### config.mk
export PLATFORM = sky130hd
export DESIGN_NAME = nibble_serial_adder_ctrl
export DESIGN_NICKNAME = d
export VERILOG_FILES = /design/src/rtl/nibble_serial_adder_ctrl_pkg.sv /design/src/rtl/nibble_serial_adder_ctrl_adder.sv /design/src/rtl/nibble_serial_adder_ctrl.sv
export SDC_FILE = /design/constraint.sdc
export NUM_CORES = 1
export LEC_CHECK = 0
export ABC_AREA = 1
export BUFFER_PORTS_ARGS = -buffer_cell sky130_fd_sc_hd__buf_2
export CORE_MARGIN = 2
export CORE_UTILIZATION = 30
export DETAILED_ROUTE_END_ITERATION = 8
export GPL_TIMING_DRIVEN = 0
export PLACE_DENSITY = 0.5
export REMOVE_ABC_BUFFERS = 1
export SYNTH_ARGS = -nofsm -noshare
export SYNTH_HDL_FRONTEND = slang
export SYNTH_SLANG_ARGS = --single-unit
### constraint.sdc
create_clock -name clk -period 2.8 [get_ports clk]
set_clock_uncertainty 0.1 [all_clocks]
set_input_delay 0.84 -clock clk [delete_from_list [all_inputs] [get_ports clk]]
set_output_delay 0.84 -clock clk [all_outputs]
set_load 0.05 [all_outputs]
### src/rtl/nibble_serial_adder_ctrl_pkg.sv
// Shared arithmetic package for the nibble-serial adder controller.
package nibble_serial_adder_ctrl_pkg;

    localparam int unsigned NIBBLE_W = 4;

    typedef enum logic [1:0] {
        IDLE = 2'd0,
        RUN  = 2'd1,
        DONE = 2'd2
    } state_t;

endpackage : nibble_serial_adder_ctrl_pkg

### src/rtl/nibble_serial_adder_ctrl_adder.sv
// Existing combinational 4-bit ripple adder shared by the serial controller.
module four_bit_adder (
    input  logic [3:0] x,
    input  logic [3:0] y,
    input  logic       carry_in,
    output logic [3:0] sum,
    output logic       carry_out
);

    // Full 5-bit result of x + y + carry_in.
    always_comb begin
        {carry_out, sum} = 5'(x) + 5'(y) + 5'(carry_in);
    end

endmodule : four_bit_adder

### src/rtl/nibble_serial_adder_ctrl.sv
// Adds two W-bit operands one nibble per clock, LSB nibble first, through a
// single shared four_bit_adder. Valid/ready handshakes on both sides.
module nibble_serial_adder_ctrl
    import nibble_serial_adder_ctrl_pkg::*;
#(
    parameter  int unsigned NIBBLES = 4,
    localparam int unsigned W       = NIBBLE_W * NIBBLES
) (
    input  logic         clk,
    input  logic         rst_n,
    input  logic         clear,
    input  logic         in_valid,
    output logic         in_ready,
    input  logic [W-1:0] a,
    input  logic [W-1:0] b,
    input  logic         cin,
    output logic         out_valid,
    input  logic         out_ready,
    output logic [W-1:0] sum,
    output logic         cout,
    output logic         ovf,
    output logic         busy
);

    localparam int unsigned IDX_W = (NIBBLES > 1) ? $clog2(NIBBLES) : 1;
    localparam logic [IDX_W-1:0] IDX_LAST = IDX_W'(NIBBLES - 1);

    state_t             state, state_nxt;
    logic [W-1:0]       a_r, a_nxt;
    logic [W-1:0]       b_r, b_nxt;
    logic               carry_r, carry_nxt;
    logic [IDX_W-1:0]   idx, idx_nxt;
    logic [W-1:0]       sum_nxt;
    logic               cout_nxt;
    logic               ovf_nxt;

    logic [NIBBLE_W-1:0] add_x, add_y, add_sum;
    logic                add_cout;

    // Current nibble of each captured operand feeds the shared adder.
    assign add_x = a_r[NIBBLE_W*idx +: NIBBLE_W];
    assign add_y = b_r[NIBBLE_W*idx +: NIBBLE_W];

    four_bit_adder u_adder (
        .x         (add_x),
        .y         (add_y),
        .carry_in  (carry_r),
        .sum       (add_sum),
        .carry_out (add_cout)
    );

    // Next-state and datapath update; clear overrides every transition.
    always_comb begin
        state_nxt = state;
        a_nxt     = a_r;
        b_nxt     = b_r;
        carry_nxt = carry_r;
        idx_nxt   = idx;
        sum_nxt   = sum;
        cout_nxt  = cout;
        ovf_nxt   = ovf;

        unique case (state)
            IDLE: begin
                if (in_valid) begin
                    a_nxt     = a;
                    b_nxt     = b;
                    carry_nxt = cin;
                    idx_nxt   = '0;
                    state_nxt = RUN;
                end
            end
            RUN: begin
                sum_nxt[NIBBLE_W*idx +: NIBBLE_W] = add_sum;
                carry_nxt = add_cout;
                if (idx == IDX_LAST) begin
                    cout_nxt  = add_cout;
                    ovf_nxt   = (a_r[W-1] == b_r[W-1]) && (add_sum[NIBBLE_W-1] != a_r[W-1]);
                    state_nxt = DONE;
                end else begin
                    idx_nxt = idx + IDX_W'(1);
                end
            end
            DONE: begin
                if (out_ready) begin
                    state_nxt = IDLE;
                end
            end
            default: begin
                state_nxt = IDLE;
            end
        endcase

        if (clear) begin
            state_nxt = IDLE;
            sum_nxt   = '0;
            cout_nxt  = 1'b0;
            ovf_nxt   = 1'b0;
            idx_nxt   = '0;
        end
    end

    // State and datapath registers; status flags registered from next state.
    always_ff @(posedge clk or negedge rst_n) begin
        if (!rst_n) begin
            state     <= IDLE;
            a_r       <= '0;
            b_r       <= '0;
            carry_r   <= 1'b0;
            idx       <= '0;
            sum       <= '0;
            cout      <= 1'b0;
            ovf       <= 1'b0;
            in_ready  <= 1'b1;
            out_valid <= 1'b0;
            busy      <= 1'b0;
        end else begin
            state     <= state_nxt;
            a_r       <= a_nxt;
            b_r       <= b_nxt;
            carry_r   <= carry_nxt;
            idx       <= idx_nxt;
            sum       <= sum_nxt;
            cout      <= cout_nxt;
            ovf       <= ovf_nxt;
            in_ready  <= (state_nxt == IDLE);
            out_valid <= (state_nxt == DONE);
            busy      <= (state_nxt == RUN);
        end
    end

endmodule : nibble_serial_adder_ctrl

# Word level (Yosys, flattened, before mapping)
# Cells that the tools add are included.
totals:
  ff_bits: 58
  input_bits: 38
  out_inout_bits: 21
  wordCells: 60
op_classes:
  add_sub_neg: 4
  eq_ne: 10
  shifts: 4
  n_mux: 20
  n_reduce_logical: 11
op_table:
  columns: ["op", "n"]
  rows:
  - ["4-bit negator with 34-bit output", 1]
  - ["4-bit by 34-bit variable shift with 16-bit output (first input constant)", 1]
  - ["4-bit by 34-bit variable part select with 16-bit output", 1]
  - ["16-bit 2-to-1 mux", 2]
  - ["16-bit by 5-bit variable part select with 4-bit output", 2]
  - ["16-bit bitwise mux", 1]
  - ["2-bit 2-to-1 mux", 7]
  - ["1-bit 2-to-1 mux", 7]
  - ["2-bit equality test (second input constant)", 3]
  - ["3-bit inequality test (second input constant)", 2]
  - ["2-bit one-hot mux with 3 select lines", 1]
  - ["2-bit AND reduction", 3]
  - ["2-bit nonzero test", 3]
  - ["4-bit by 4-bit adder with 5-bit output", 1]
  - ["5-bit by 1-bit adder with 5-bit output", 1]
  - ["2-bit by 1-bit equality test with 1-bit output (second input constant)", 2]
  - ["2-bit logical NOT", 2]
  - ["2-bit one-hot mux with 2 select lines", 1]
  - ["3-bit AND reduction", 1]
  - ["3-bit nonzero test", 1]
  - ["2-bit by 1-bit adder with 2-bit output (second input constant)", 1]
  - ["2-bit inequality test (second input constant)", 1]
  - ["1-bit one-hot mux with 2 select lines", 1]
  - ["1-bit equality test", 1]
  - ["other kinds (2)", 2]

# Logic depth before layout (Yosys ltp)
logic_depth:
  word_depth: 8
  depth_mapped: 12
  mapped_depth_nobuf: 11

# Hierarchy
# From an unflattened synthesis, not the netlist that was laid out.
hier_totals:
  cells_unflattened: 398
  hier_area_um2: 3047.9
modules_own_cells:
  columns: ["module", "instances", "cells_each", "area_each_um2", "seq_area_each_um2"]
  rows:
  - ["nibble_serial_adder_ctrl", 1, 373, 2882.8, 1452.6]
  - ["four_bit_adder", 1, 25, 165.2, 0.0]

# Worst setup path before layout
# No wires, ideal clock.
synth_timing:
  path_type: "reg-to-reg"
  startpoint: "register idx[0]"
  endpoint: "register sum[14]"
  setup_ns: 0.083
  arrival_time_ns: 2.203
  required_time_ns: 2.617
  path_slack_ns: 0.414
  path_stages_with_launch: 10
  path_buffers: 2
  period_less_slack_ns: 2.386
  path_cell_list: "dfrtp_1 clkbuf_1 buf_2 nor2_1 o22ai_1 fa_1 fa_1 xor2_1 nand3_1 o21ai_0"
synth_between:
  elab_chain_cells: 7
  word_cells_on_any_way: 10
  cone_classes: "add/sub: 3; shift: 4; mux: 3"
synth_lines:
  columns: ["element", "line_no", "text"]
  rows:
  - ["start, declared", "nibble_serial_adder_ctrl.sv:32", "logic [IDX_W-1:0] idx, idx_nxt;"]
  - ["start signal, assigned", "nibble_serial_adder_ctrl.sv:122", "idx <= idx_nxt;"]
  - ["16-bit by 5-bit variable part select with 4-bit output (on tied branches)", "nibble_serial_adder_ctrl.sv:41, nibble_serial_adder_ctrl.sv:42", null]
  - ["4-bit by 4-bit adder with 5-bit output", "nibble_serial_adder_ctrl_adder.sv:12", "{carry_out, sum} = 5'(x) + 5'(y) + 5'(carry_in);"]
  - ["5-bit by 1-bit adder with 5-bit output", "nibble_serial_adder_ctrl_adder.sv:12", null]
  - ["4-bit by 34-bit variable part select with 16-bit output", "nibble_serial_adder_ctrl.sv:74", "sum_nxt[NIBBLE_W*idx +: NIBBLE_W] = add_sum;"]
  - ["16-bit bitwise mux *", "nibble_serial_adder_ctrl.sv:74", null]
  - ["16-bit 2-to-1 mux *", "nibble_serial_adder_ctrl.sv:63", "unique case (state)"]
  - ["16-bit 2-to-1 mux *", "nibble_serial_adder_ctrl.sv:94", "if (clear) begin"]
  - ["end signal, assigned", "nibble_serial_adder_ctrl.sv:123", "sum <= sum_nxt;"]
  - ["end, declared", "nibble_serial_adder_ctrl.sv:19", "output logic [W-1:0] sum,"]
# Mark *: on every way between the ends. The rest lies on a longest branch, timed or not. The select of a mux whose other input is x is not followed.
# A chain may end at the register's enable or synchronous reset.

# Final worst setup path
layout_timing:
  startpoint: "register idx[0]"
  endpoint: "register sum[5]"
# Same word-level chain as after synthesis.

==> results by group <==
Yosys
  • Post-synthesis sequential area ratio: 0.5039
  • Post-Syn Area: 2883 um2
  • Cells after Synth: ~270
  • Number of synthesis warnings: 0
  • Count of cell types in the netlist: 29
  • Yosys reg bits: between 50 and 60
  • Synthesized area per cell: 10.52 um2

Drt
  • First-pass DRT Iterations: 4
  • Via density: around 4.6
  • Routed len/inst: between 10 and 15 um
  • DR vias: ~2200
  • DR iter-0 viols: 90
  • Routed wire length: between 6000 and 7000 um
  • Post-route ant nets: 0
  • DRC: 0

Place
  • # port buffers: 58
  • DP HPWL: about 4500 um
  • Placed Cells: 452
  • GPL Wtd Cong: ~0.81
  • Dpl cell area: roughly 3300 um2

Pwr
  • Peak VDD IR: ~0.31 mV
  • PwrDens: ~670 nW/um2
  • P_leak: roughly 1.7 nW

Hold path
  • Hold WC Path Type: flop to flop

STA
  • Final setup fails: 0
  • Rel. slew slack: 0.5128
  • Max Slew Vio Count: 0
  • Final min period: 2.728 ns
  • Final Hold Viols: 0
  • Fin Hold WS: between 0.3 and 0.4 ns
  • Worst Tran Pin Value: 0.7308 ns
  • Final Cycle Share: 0.9742
  • Max Freq: between 300 and 400 MHz

Worst setup path
  • Startpoint types: flop
  • Worst Path Required: ~3.0 ns
  • Setup CP Type: flop to flop
  • Worst Path Max Fanout: 13
  • Nature of the critical path endpoint: flop
  • Critical Path AT: 2.90 ns

Clock network
  • Max clock buf depth: 2
  • CTS Hold Buffers Added: 0
  • CTS buffer count: 9
  • TritonCTS clock tree: done
  • H-tree levels: 3
  • Root Driver: clkbuf_8
  • Clk Latency, worst-skew pair: about 0.34 ns
  • Clock tree sinks: between 50 and 60
  • Clk slew on worst S/H paths: ~0.060 ns

Die
  • Initial Util: 0.3105
  • Io pins: 59
  • Rows: 35
  • Die area: 10410 um2
  • Core area: just over 9000 um2
  • Chip width: 102.0 um
  • Die height: between 100 and 150 um

Final layout
  • Final Core Density: 0.3794
  • Area Overhead vs Synth: 22.18%
  • N_diodes: 0
  • Layout cells sized above 1: 0.3557
  • Final design area excluding fillers: 3522 um2
  • Final std cells w/o fill: about 470
  • Final net count: approximately 390
  • FILL cells: ~1000

GRT
  • First-pass GRT wire length: around 11000 um
  • Gr ovfl total: 0
  • Initial antenna violation count: 0
  • Largest net degree at the start of global routing: 59
  • Vias in the first global route: around 2300
  • Gr usage total: 0.1386

Outcome
  • Status: completed

Run
  • MaxCap Viol Count: 0
==> stage by stage <==
stage,setup slack [ns],setup TNS (ns),total power [mW]
finish,0.07211,0,2.377
global route,-0.05430,-0.09033,2.517
CTS,0.04408,0,2.401
detailed placement,-0.7722,-8.138,1.605
global placement,-0.7572,-7.690,1.592
floorplan,0.09688,0,1.423
==> report_power, final <==
| part | switching (mW) | internal, mW |
|---|---|---|
| combinational | 0.351 | 0.253 |
| clock | 0.314 | 0.459 |
| sequential | 0.0641 | 0.936 |
==> cell usage after synthesis (all sizes together) <==
library cell / n / area share
dfstp: 1 / 0.0091
ha: 7 / 0.030
nor3: 2 / 0.0035
fa: 2 / 0.014
mux2: 32 / 0.16
nand3: 22 / 0.044
and2: 1 / 0.0022
dfrtp: 57 / 0.49
o31ai: 2 / 0.0052
nand4: 4 / 0.0087
nand2: 39 / 0.052
inv: 22 / 0.029
nor2: 28 / 0.039
o22ai: 10 / 0.022
a21oi: 3 / 0.0052
xor2: 1 / 0.0030
clkinv: 1 / 0.0013
buf: 6 / 0.017
clkbuf: 3 / 0.0039
o21ai: 31 / 0.055
==> cell type report <==
| cell class | count | area, um2 | share of cell area |
|---|---|---|---|
| tap | 129 | 161.4 | 0.04583 |
| inverter | 23 | 91.34 | 0.02593 |
| sequential | 58 | 1458 | 0.4139 |
| timing repair buffer | 61 | 315.3 | 0.08952 |
| clock buffer | 14 | 162.7 | 0.04618 |
| clock inverter | 2 | 35.03 | 0.009947 |
| timing repair inverter | 1 | 7.507 | 0.002131 |
| multi-input combinational | 184 | 1291 | 0.3666 |
==> cell families after synthesis <==
group,share of synthesized area
and+or+nand+nor,0.1493
DFF,0.5039
AOI/OAI and AO/OA,0.08724
buffers and inverters,0.05077
muxes,0.1615
adders and majority gates,0.04427
xor gates and xnor gates,0.003039
==> critical path: stages, from the launching register on <==
cell	delay, ns
dfrtp_4	0.55
clkinvlp_4	0.18
o21ai_0	0.21
o22ai_1	0.14
fa_1	0.45
fa_1	0.58
nand2_1	0.07
nor2_1	0.16
nand4_1	0.14
nand2_1	0.07
==> state kept, by name (all words and copies together), names as in the netlist <==
| register | cells |
|---|---|
| a_r | 16 |
| in_ready | 1 |
| carry_r | 1 |
| idx | 2 |
| sum | 16 |
| ovf | 1 |
| b_r | 16 |
| cout | 1 |
| out_valid | 1 |
| busy | 1 |
| state | 2 |
==> final timing paths <==
kind / slack (ns) / cells after the start / to / startpoint
max: 0.07 / 9 / sum[5] / idx[0]
min: 0.38 / 2 / sum[12] / sum[12]
max reg2reg: 0.07 / 9 / sum[5] / idx[0]
min reg2reg: 0.38 / 2 / sum[12] / sum[12]
max in group asynchronous: 1.59 / 1 / idx[0] / rst_n
min in group asynchronous: 0.47 / 1 / sum[1] / rst_n
==> routing by layer <==
| layer | track usage | vias up | share of wire |
|---|---|---|---|
| met3 | 0.04036 | 13 | 0.047 |
| met1 | 0.1748 | 1030 | 0.48 |
| met2 | 0.2272 | 51 | 0.46 |
| met5 | 0 | - | 0 |
| li1 | - | 1061 | - |
| met4 | 0.04923 | 0 | 0.017 |
==> cell usage in the layout (no fill, tap or decap), types with 7 or more instances in the layout <==
master	synthesis	routed
clkbuf_8	0	11
ha_1	7	7
o22ai_1	10	10
nor2_1	27	27
buf_2	3	57
nand2_1	38	38
inv_1	18	17
o21ai_0	24	23
mux2_4	28	28
nand3_1	20	20
o21ai_1	6	7
dfrtp_1	57	55
==> what timing repair did <==
action                                  CTS  global route
setup buffers                             1             2
endpoints found under the hold margin     0             0
resized for setup                         6             2
cloned                                    1             0
endpoints found under the setup margin   19            10
(Power assumes the default switching activity.)
